File: config.mk
export PLATFORM = sky130hd
export DESIGN_NAME = rr_arb4_sel
export DESIGN_NICKNAME = d
export VERILOG_FILES = /design/src/rtl/rr_arb4_sel.sv
export SDC_FILE = /design/constraint.sdc
export NUM_CORES = 1
export LEC_CHECK = 0
export ABC_CLOCK_PERIOD_IN_PS = 1900
export CELL_PAD_IN_SITES_DETAIL_PLACEMENT = 1
export CELL_PAD_IN_SITES_GLOBAL_PLACEMENT = 1
export CORE_MARGIN = 5
export CORE_UTILIZATION = 38
export CTS_CLUSTER_SIZE = 10
export DETAILED_ROUTE_END_ITERATION = 10
export PLACE_DENSITY_LB_ADDON = 0.1
export SETUP_SLACK_MARGIN = 0.15
export SKIP_LAST_GASP = 1
export SLEW_MARGIN = 20
export SYNTH_ARGS = -nofsm -noshare
export SYNTH_HDL_FRONTEND = slang
export SYNTH_SLANG_ARGS = --single-unit
File: constraint.sdc
create_clock -name clk -period 1.9 [get_ports clk]
set_input_delay 0.38 -clock clk [delete_from_list [all_inputs] [get_ports clk]]
set_output_delay 0.38 -clock clk [all_outputs]
set_load 0.005 [all_outputs]
File: src/rtl/rr_arb4_sel.sv
// rr_arb4_sel -- four-requester round-robin arbiter producing the select for a
// downstream 4:1 mux.
//
// One requester owns the mux at a time. Ownership ends on a done pulse, when
// the owner drops its request, or when the optional hold timer expires. The
// releasing owner becomes lowest priority for the next arbitration, and at
// least one idle cycle separates consecutive owners.
//
// Parameters:
//   MAX_HOLD  maximum cycles a grant may be held (0 disables the timer, 0..255)
//
// Ports:
//   clk      in   clock, rising edge
//   rst      in   asynchronous active-high reset
//   req      in   [3:0] level-sensitive request per requester
//   done     in   release pulse from the current owner (ignored while idle)
//   grant    out  [3:0] one-hot grant, zero while idle
//   sel      out  [1:0] owner index; keeps the last owner while idle
//   busy     out  high while a grant is active
//   timeout  out  one-cycle pulse when the hold timer alone ends a grant
//
// Handshake: a requester holds req[i] high until it sees grant[i]; it keeps
// req[i] high for as long as it wants ownership and ends it either with a
// one-cycle done pulse or by dropping req[i]. The grant falls on the edge
// that observes either of those.
module rr_arb4_sel #(
  parameter int MAX_HOLD = 8
) (
  input  logic       clk,
  input  logic       rst,
  input  logic [3:0] req,
  input  logic       done,
  output logic [3:0] grant,
  output logic [1:0] sel,
  output logic       busy,
  output logic       timeout
);

  // Hold counter wide enough to represent MAX_HOLD, never narrower than 1 bit.
  localparam int CW = (MAX_HOLD < 1) ? 1 : $clog2(MAX_HOLD + 1);
  localparam logic [CW-1:0] HOLD_LAST = CW'((MAX_HOLD == 0) ? 0 : MAX_HOLD - 1);

  typedef enum logic {
    IDLE = 1'b0,
    OWN  = 1'b1
  } state_t;

  state_t        state;
  logic [1:0]    ptr;
  logic [CW-1:0] hold_cnt;

  // Winner search: first set request at or above ptr, wrapping 3 -> 0.
  logic [1:0] scan_idx;
  logic [1:0] win_idx;
  logic       win_found;

  always_comb begin
    scan_idx  = '0;
    win_idx   = '0;
    win_found = 1'b0;
    for (int k = 0; k < 4; k++) begin
      scan_idx = ptr + 2'(k);
      if (!win_found && req[scan_idx]) begin
        win_found = 1'b1;
        win_idx   = scan_idx;
      end
    end
  end

  // Release causes, evaluated only while a grant is active.
  logic rel_done;
  logic rel_drop;
  logic rel_hold;
  logic rel_any;

  always_comb begin
    rel_done = done;
    rel_drop = ~req[sel];
    rel_hold = (MAX_HOLD != 0) && (hold_cnt == HOLD_LAST);
    rel_any  = rel_done | rel_drop | rel_hold;
  end

  always_ff @(posedge clk or posedge rst) begin
    if (rst) begin
      state    <= IDLE;
      grant    <= '0;
      sel      <= '0;
      busy     <= 1'b0;
      timeout  <= 1'b0;
      ptr      <= '0;
      hold_cnt <= '0;
    end else begin
      case (state)
        IDLE: begin
          timeout <= 1'b0;
          if (win_found) begin
            state    <= OWN;
            grant    <= 4'(1) << win_idx;
            sel      <= win_idx;
            busy     <= 1'b1;
            hold_cnt <= '0;
          end
        end
        OWN: begin
          if (rel_any) begin
            state   <= IDLE;
            grant   <= '0;
            busy    <= 1'b0;
            // Owner drops to lowest priority; sel keeps pointing at it.
            ptr     <= sel + 2'd1;
            // Flag only releases caused by the timer and nothing else.
            timeout <= rel_hold & ~rel_done & ~rel_drop;
          end else begin
            timeout <= 1'b0;
            // With the timer disabled the counter stays parked at zero.
            if (MAX_HOLD != 0) begin
              hold_cnt <= hold_cnt + CW'(1);
            end
          end
        end
        default: begin
          state <= IDLE;
          grant <= '0;
          busy  <= 1'b0;
        end
      endcase
    end
  end

endmodule

Word-level counts from Yosys, hierarchy flattened:

Cells that the tools add are included.
W data, S select, Z words.

* equality and inequality tests: 4
* bitwise logic cells: 7
* reductions and logical operators: 10
* mux-type cells: 32
* add/sub/neg operators: 5
* magnitude comparators: 5
* shift operators: 1

Operators with widths (count)
* $mux W4: 4
* $pmux W4 S2: 2
* $lt A2 B3 Y1 const B: 5
* $mux W1: 14
* $bmux W1 S2: 5
* $mux W2: 4
* $reduce_and A2 Y1: 4
* $pmux W1 S2: 3
* $add A2 B1 Y2 const B: 2
* $add A2 B2 Y2 const B: 2
* $add A4 B1 Y4 const B: 1
* $eq A4 B3 Y1 const B: 1
* $ne A2 B2 Y1 const B: 2
* $shl A1 B2 Y4 const A: 1
* $logic_and A1 B1 Y1: 3
* $logic_not A1 Y1: 3
* $not A1 Y1: 3
* $and A1 B1 Y1: 2
* $ne A2 B1 Y1 const B: 1
* $or A1 B1 Y1: 2

* input port bits: 7
* output and inout bits: 8
* register bits after elaboration: 15

Longest topological paths before layout:

Gate-level depths: netlist of the first run.

* depth after elaboration: 15
* depth in mapped cells: 5

Worst setup path before layout of the first run:

Ideal clock, no wire load.

* path type: register to register
* start point: register sel[1]
* end point: register ptr[1]
* stages on the path, launching flop included: 5
* path slack: 0.352 ns
* setup time: 0.125 ns
* clock period less this slack: 1.548 ns
* data required time: 1.775 ns
* data arrival time: 1.423 ns
* path through: dfrtp_1 mux2_2 a22oi_4 o21ai_2 mux2_4

* longest elaborated chain between the ends: 6

RTL lines
* start: declaration: RTL line 34 `output logic [1:0] sel,`
* start signal: assignment: RTL line 99 `sel <= win_idx;`
* $bmux W1 S2: RTL line 78 `rel_drop = ~req[sel];`
* $mux W1 (implied by the code): RTL line 78
* $not A1 Y1: RTL line 78
* $or A1 B1 Y1 (2 in a row): RTL line 80 `rel_any = rel_done | rel_drop | rel_hold;`
* $reduce_and A2 Y1 (no line)
* end signal: assignment: RTL line 110 `ptr <= sel + 2'd1;`
* end: declaration: RTL line 49 `logic [1:0] ptr;`

Parallel ways exist; a longest one is shown, timed or not. The select of a mux whose other input is x is not followed.
A chain may end at the register's enable or synchronous reset.

Worst setup path after layout of the first run:

* start point: register sel[1]
* end point: output sel[1]

No word-level cell between the ends.

==> impl_metrics.yaml, run 1 <==
critical_path:
  path_cells: "clkdlybuf4s50_1"
  rr_endpoint: "grant[3]$_DFFE_PP0P_"
  critical_path.max_fanout: 5
  critPathTopFamily: "buffers and inverters"
  reg2regPathDepth: 5
  crit_path_start_kind: "register"
  path_class: "register to primary output"
  crit_path_end_kind: "primary output"
  cp_num_buf_inv: 1
  r2r_start: "sel[1]$_DFFE_PP0P_"
  cpPeakStageDelay_ns: 0.55
  crit_arrival_ns: 1.30
  reg2reg_setup_slack_ns: 0.25
  cp_slowest_cell: "clkdlybuf4s50_1"
  cp.required_ns: 1.52
synthesis:
  synthMostInstantiatedCell: "dfrtp_1"
  yosysSeqAreaShare_pct: 47.8
  syn_avg_cell_area_um2: 10.9
  synth_ff_type: "dfrtp_1"
  yosys_warnings: 0
  synth_common_cells: "15 x dfrtp_1, 6 x nand2_1, 5 x nor2_1, 4 x inv_1, 4 x mux2i_1"
  ys_ff_latch: 15
  syn-num-nets: 80
  netlist_area_um2: 785
  synth_top_area_share_pct: 47.8
  async_reset_ff_share_pct: 100
  synth.largest_area_cell: "dfrtp_1"
  synth.area.top_cells: "dfrtp_1 48%, mux2i_1 5.1%, mux2_4 3.8%"
  synth_cell_type_count: 34
  synth_edf_count: 0
  synthesis.instances: 72
floorplan:
  die_y_um: 55.4
  core_um2: 1960
  die_x_um: 55.4
  fp-row-count: 16
  start_util_pct: 40.0
  dieArea_um2: 3070
  ios: 15
run_status:
  status: "finished, final reports clean"
cts:
  h-tree-depth: 1
  ctsResizeCount: 0
  cts_tree: "built"
  cts_sinks: 15
  cts_buffers: 3
  path_clk_slew_ns: 0.10
  clock_latency_ns: 0.29
  hold_buffers: 0
  cts-root-buf: "clkbuf_4"
  cts_setup_buffers: 0
  clock_path_buffers: 2
min_path:
  hp-class: "input pin to asynchronous set/reset pin"
pwr:
  comb_power_share_pct: 49.9
  seq_power_share_pct: 37.4
  internal_power_w: 0.000968
  power_switching_share_pct: 36.8
  ir_drop_mv: 0.648
  leakagePower_nw: 0.491
  clockPowerShare_pct: 12.6
  power-per-cell-area_nw_per_um2: 1430
  p_sw_w: 0.000565
timing:
  finalCritPeriodShare_pct: 88.5
  post-route-min-period_ns: 1.68
  relSlewSlack_pct: 62.4
  drv_slew: 0
  fmax_mhz: 595
  fin_setup_tns_ns: 0
  hold_ws_ns: 0.432
  setup_viol: 0
  hold_viol_final: 0
  grt_setup_unrepaired: "false"
  worstMarginPinSlew_ns: 0.563
  clock_skew_ns: 0.00467
layout:
  nets: 110
  syn2layout_area_growth_pct: 36.8
  final_core_util_pct: 54.7
  diodes: 0
  drive_gt1_share_pct: 23.8
  fin_area_um2: 1070
placed_design:
  hpwlAfterDp_um: 1480
  globalplace.congestion: 0.765
  dpl_cell_area_um2: 1040
  portBuffers: 14
grt:
  grt_max_degree: 16
  grt_pass1_wl_um: 3380
  track_usage_pct: 14.1
  antenna_found_initial: 0
  grt_pass1_vias: 723
  gr-total-overflow: 0
drt:
  dr.pass1.iters: 2
  drt_wl_total_um: 1920
  viasPerCell: 5.25
  vias: 672
  wl_per_cell_um: 15.0
  dr.first_iter.drc_count: 4
  ant_nets: 0
  drc_errors: 0
run:
  maxCapViolCount: 0
==> worst max-delay path by stage <==
stage | start | end | cells past startpoint
finish | sel[1]$_DFFE_PP0P_ | sel[1] | 1
global route | req[2] | grant[3]$_DFFE_PP0P_ | 6
CTS | req[2] | grant[3]$_DFFE_PP0P_ | 7
detailed placement | req[2] | grant[3]$_DFFE_PP0P_ | 7
global placement | req[2] | grant[1]$_DFFE_PP0P_ | 7
floorplan | sel[1]$_DFFE_PP0P_ | ptr[1]$_DFFE_PP0P_ | 4
==> registers in the layout (all words and copies together) (netlist names) <==
signal    flops
grant         4
hold_cnt      4
ptr           2
sel           2
busy          1
state         1
timeout       1
==> cell usage in the layout, fill, tap and decap left out, types with 3 or more instances in the layout <==
cell             Yosys  final
o2bb2ai_1            3      3
clkdlybuf4s50_1      0     14
a21oi_1              3      3
inv_1                4      4
nor2_1               5      4
mux2i_1              4      4
nand2_1              6      6
dfrtp_1             15     15
buf_4                0     12
clkbuf_4             0      3
==> power by group through the flow <==
stage          clock network, W  registers [W]  logic (W)
5_1_grt                0.000214       0.000594   0.000842
3_5_place_dp                  0       0.000575   0.000767
4_1_cts                0.000195       0.000571   0.000773
6_report               0.000194       0.000574   0.000765
3_3_place_gp                  0       0.000569   0.000747
2_1_floorplan                 0       0.000552   0.000418
==> per-layer routing <==
layer  global-route usage [%]  up-vias  share of wire (%)  routed length (um)
li1                         -      324                  -                   -
met5                        0        -                  0                   0
met2                     22.5       12                 46                 879
met3                     3.26        4                3.1                  59
met4                     6.25        0                1.9                  36
met1                     18.0      332                 49                 939
==> kinds of logic (layout without fill, tap and decap cells) <==
group	count (synthesis)	after routing	synth area share, %
xor+xnor	2	2	2.23
compound gates	21	21	21.5
simple gates	20	20	12.4
buf+inv	5	34	2.55
flops	15	15	47.8
mux	8	8	11.8
fa+ha+maj	1	1	1.59
==> stage by stage <==
step / cells / total power (W) / worst slack (ns)
2_1_floorplan: 72 / 0.000970 / 0.352
3_3_place_gp: 124 / 0.00132 / -0.106
3_5_place_dp: 124 / 0.00134 / -0.101
4_1_cts: 128 / 0.00154 / 0.201
5_1_grt: 128 / 0.00165 / 0.161
6_report: 128 / 0.00153 / 0.219
==> final cells by class <==
cell class / instances / area (um^2)
fillers: 236 / 888
multi-input cells: 52 / 392
flip-flops and latches: 15 / 375
repair buffers: 26 / 230
well taps: 27 / 33.8
clock buffers: 3 / 22.5
inverters: 4 / 15.0
clock inverters: 1 / 5.00
Note: power is estimated with default switching activity, not from simulation.
==> run 2: changes to the inputs <==
--- a/config.mk
+++ b/config.mk
@@ -5,11 +5,12 @@
 export SDC_FILE = /design/constraint.sdc
 export NUM_CORES = 1
 export LEC_CHECK = 0
+export ABC_AREA = 1
 export ABC_CLOCK_PERIOD_IN_PS = 1900
 export CELL_PAD_IN_SITES_DETAIL_PLACEMENT = 1
 export CELL_PAD_IN_SITES_GLOBAL_PLACEMENT = 1
 export CORE_MARGIN = 5
-export CORE_UTILIZATION = 38
+export CORE_UTILIZATION = 37
 export CTS_CLUSTER_SIZE = 10
 export DETAILED_ROUTE_END_ITERATION = 10
 export PLACE_DENSITY_LB_ADDON = 0.1
==> run 2 against run 1 <==
  * Sequential cell count unchanged
  * Critical path type is now register to register
  * Register-to-register slack worse by 0.06 ns
  * Global-route usage up 2.2 points
  * First-iteration DRC count grew to 11 times the previous value
  * Design area increased by 17%
  * Non-clock buffer count is the same
  * Critical path depth rose by 11
  * Count of clock-buffer cells in the layout up 1
  * Cell count up 51%
==> impl_metrics.yaml, run 2 <==
cts:
  cts_buffers: 3
  clock_path_buffers: 2
  cts_sinks: 15
  clock_latency_ns: 0.28
  h-tree-depth: 1
  path_clk_slew_ns: 0.09
  cts_tree: "built"
  cts-root-buf: "clkbuf_4"
synthesis:
  synthMostInstantiatedCell: "nand2_1"
  yosys_warnings: 0
  synth_edf_count: 0
  synth.largest_area_cell: "dfrtp_1"
  syn-num-nets: 144
  ys_ff_latch: 15
  yosysSeqAreaShare_pct: 38.6
  netlist_area_um2: 972
  async_reset_ff_share_pct: 100
  synth_ff_type: "dfrtp_1"
  synth_cell_type_count: 23
  synth.area.top_cells: "dfrtp_1 39%, nand2_1 20%, nand3_1 8.2%"
  syn_avg_cell_area_um2: 7.15
  synthesis.instances: 136
  synth_top_area_share_pct: 38.6
  synth_common_cells: "52 x nand2_1, 16 x nand3_1, 15 x dfrtp_1, 15 x inv_1, 9 x nand2_2"
timing:
  grt_setup_unrepaired: "true"
  worstMarginPinSlew_ns: 0.588
  clock_skew_ns: 0.00288
  fin_setup_tns_ns: 0
  hold_viol_final: 0
  relSlewSlack_pct: 60.8
  setup_viol: 0
  drv_slew: 0
  fmax_mhz: 585
  post-route-min-period_ns: 1.71
  hold_ws_ns: 0.453
  finalCritPeriodShare_pct: 90.0
placed_design:
  dp.cells: 180
  globalplace.congestion: 0.852
  portBuffers: 14
  hpwlAfterDp_um: 2050
floorplan:
  fp-row-count: 18
  ios: 15
  die_x_um: 61.3
  die_y_um: 61.3
  core_um2: 2500
  dieArea_um2: 3750
  start_util_pct: 38.9
layout:
  syn2layout_area_growth_pct: 29.6
  diodes: 0
  final_core_util_pct: 50.4
  reg_top3: "grant (4), hold_cnt (4)"
  final_common_cell: "nand2_1"
  fin_cells: 193
  nets: 172
  fill_cells: 336
  drive_gt1_share_pct: 20.9
  final_cell_mix: "52 x nand2_1, 15 x inv_1, 15 x nand3_1, 13 x dfrtp_1, 13 x clkdlybuf4s50_1"
grt:
  grt_pass1_vias: 993
  gr-total-overflow: 0
  track_usage_pct: 16.2
  grt_max_degree: 16
  antenna_found_initial: 0
  grt_pass1_wl_um: 4440
drt:
  wl_met1_um: 1110
  ant_nets: 0
  viasPerCell: 4.93
  wl_per_cell_um: 13.7
  drt_wl_total_um: 2640
  drc_errors: 0
  wl_met2_um: 1460
  dr.pass1.iters: 3
  dr.first_iter.drc_count: 45
  vias: 952
  dr.max_layer_used: "met4"
  met3_wirelength_um: 32
pwr:
  leakagePower_nw: 0.660
  power-per-cell-area_nw_per_um2: 1730
  ir_drop_mv: 0.716
critical_path:
  crit_path_end_kind: "register"
  reg2reg_setup_slack_ns: 0.19
  cp_common_cell: "nand2_2"
  path_cells: "buf_6, nand2_1, nand2_2, nand2_2, nand2_2, nor2_4, nand3_2, nand2_4, buf_6, buf_4, nand2_1, o21ai_0"
  cp_slowest_cell: "dfrtp_2"
  crit_path_start_kind: "register"
  critical_path.max_fanout: 8
  cpPeakStageDelay_ns: 0.49
  crit_arrival_ns: 1.91
  path_class: "register to register"
  cp.required_ns: 2.10
run:
  maxCapViolCount: 0
run_status:
  status: "finished, final reports clean"
min_path:
  hp-class: "input pin to asynchronous set/reset pin"
[run 2: changes by cell type in the layout (fill, tap and decap cells not counted), sizes merged, moves of 4 or more]
cell / previous run / this run
nand2: 6 / 62
nand3: 1 / 18
inv: 4 / 17
o21ai: 4 / 9
mux2: 4 / 0
mux2i: 4 / 0
[run 2: worst paths after layout]
path / start / cells past startpoint / to
min reg2reg: busy$_DFFE_PP0P_ / 2 / busy$_DFFE_PP0P_
min in group clk: busy$_DFFE_PP0P_ / 2 / busy$_DFFE_PP0P_
min: rst / 2 / hold_cnt[2]$_DFFE_PP0P_
max reg2reg: ptr[0]$_DFFE_PP0P_ / 12 / sel[0]$_DFFE_PP0P_
max: ptr[0]$_DFFE_PP0P_ / 12 / sel[0]$_DFFE_PP0P_
max in group asynchronous: rst / 2 / sel[0]$_DFFE_PP0P_
[run 2: critical path, delay by kind of cell (launching register included)]
kind / cells / cell delay [ns]
AOI/OAI and AO/OA: 1 / 0.07
buffers and inverters: 3 / 0.35
DFF: 1 / 0.49
and+or+nand+nor: 8 / 0.72
[run 2: cells by family (layout without fill, tap and decap cells)]
kind of cell	count (synthesis)	after routing	synth area share (%)
simple gates	85	85	40.4
buf+inv	20	47	9.78
fa+ha+maj	1	1	1.29
compound gates	12	12	7.21
flops	15	15	38.6
xor+xnor	3	3	2.70
[run 2: cell type report]
cell class	instances	area [um^2]	area share, %
repair buffers	26	240	19.1
multi-input cells	101	512	40.6
well taps	30	37.5	2.98
flip-flops and latches	15	378	30.0
inverters	17	66.3	5.26
clock buffers	4	26.3	2.09
[run 2: power by group]
part	switching, W	internal (W)
combinational	0.000812	0.000619
clock	0.000103	0.0000814
sequential	0.000133	0.000434
total	0.00105	0.00113
[run 2: what timing repair did]
item                                    4_1_cts  5_1_grt
gates resized for setup                       1       10
hold buffers                                  0        0
pin swaps                                     0        5
endpoints found under the setup margin        1       10
setup buffers                                 0        9
[run 2: layer usage]
metal  vias up  track usage (%)
li1        485                -
met1       457             17.6
met2         6             30.8
met3         4             2.73
met4         0             6.50
met5         -                0
[run 2: stage by stage]
step	setup WS [ns]	power (W)	instance area (um^2)
2_1_floorplan	0.560	0.00144	972
3_3_place_gp	0.0253	0.00174	1140
3_5_place_dp	-0.0550	0.00179	1140
4_1_cts	0.158	0.00198	1170
5_1_grt	0.0945	0.00241	1260
6_report	0.189	0.00218	1260
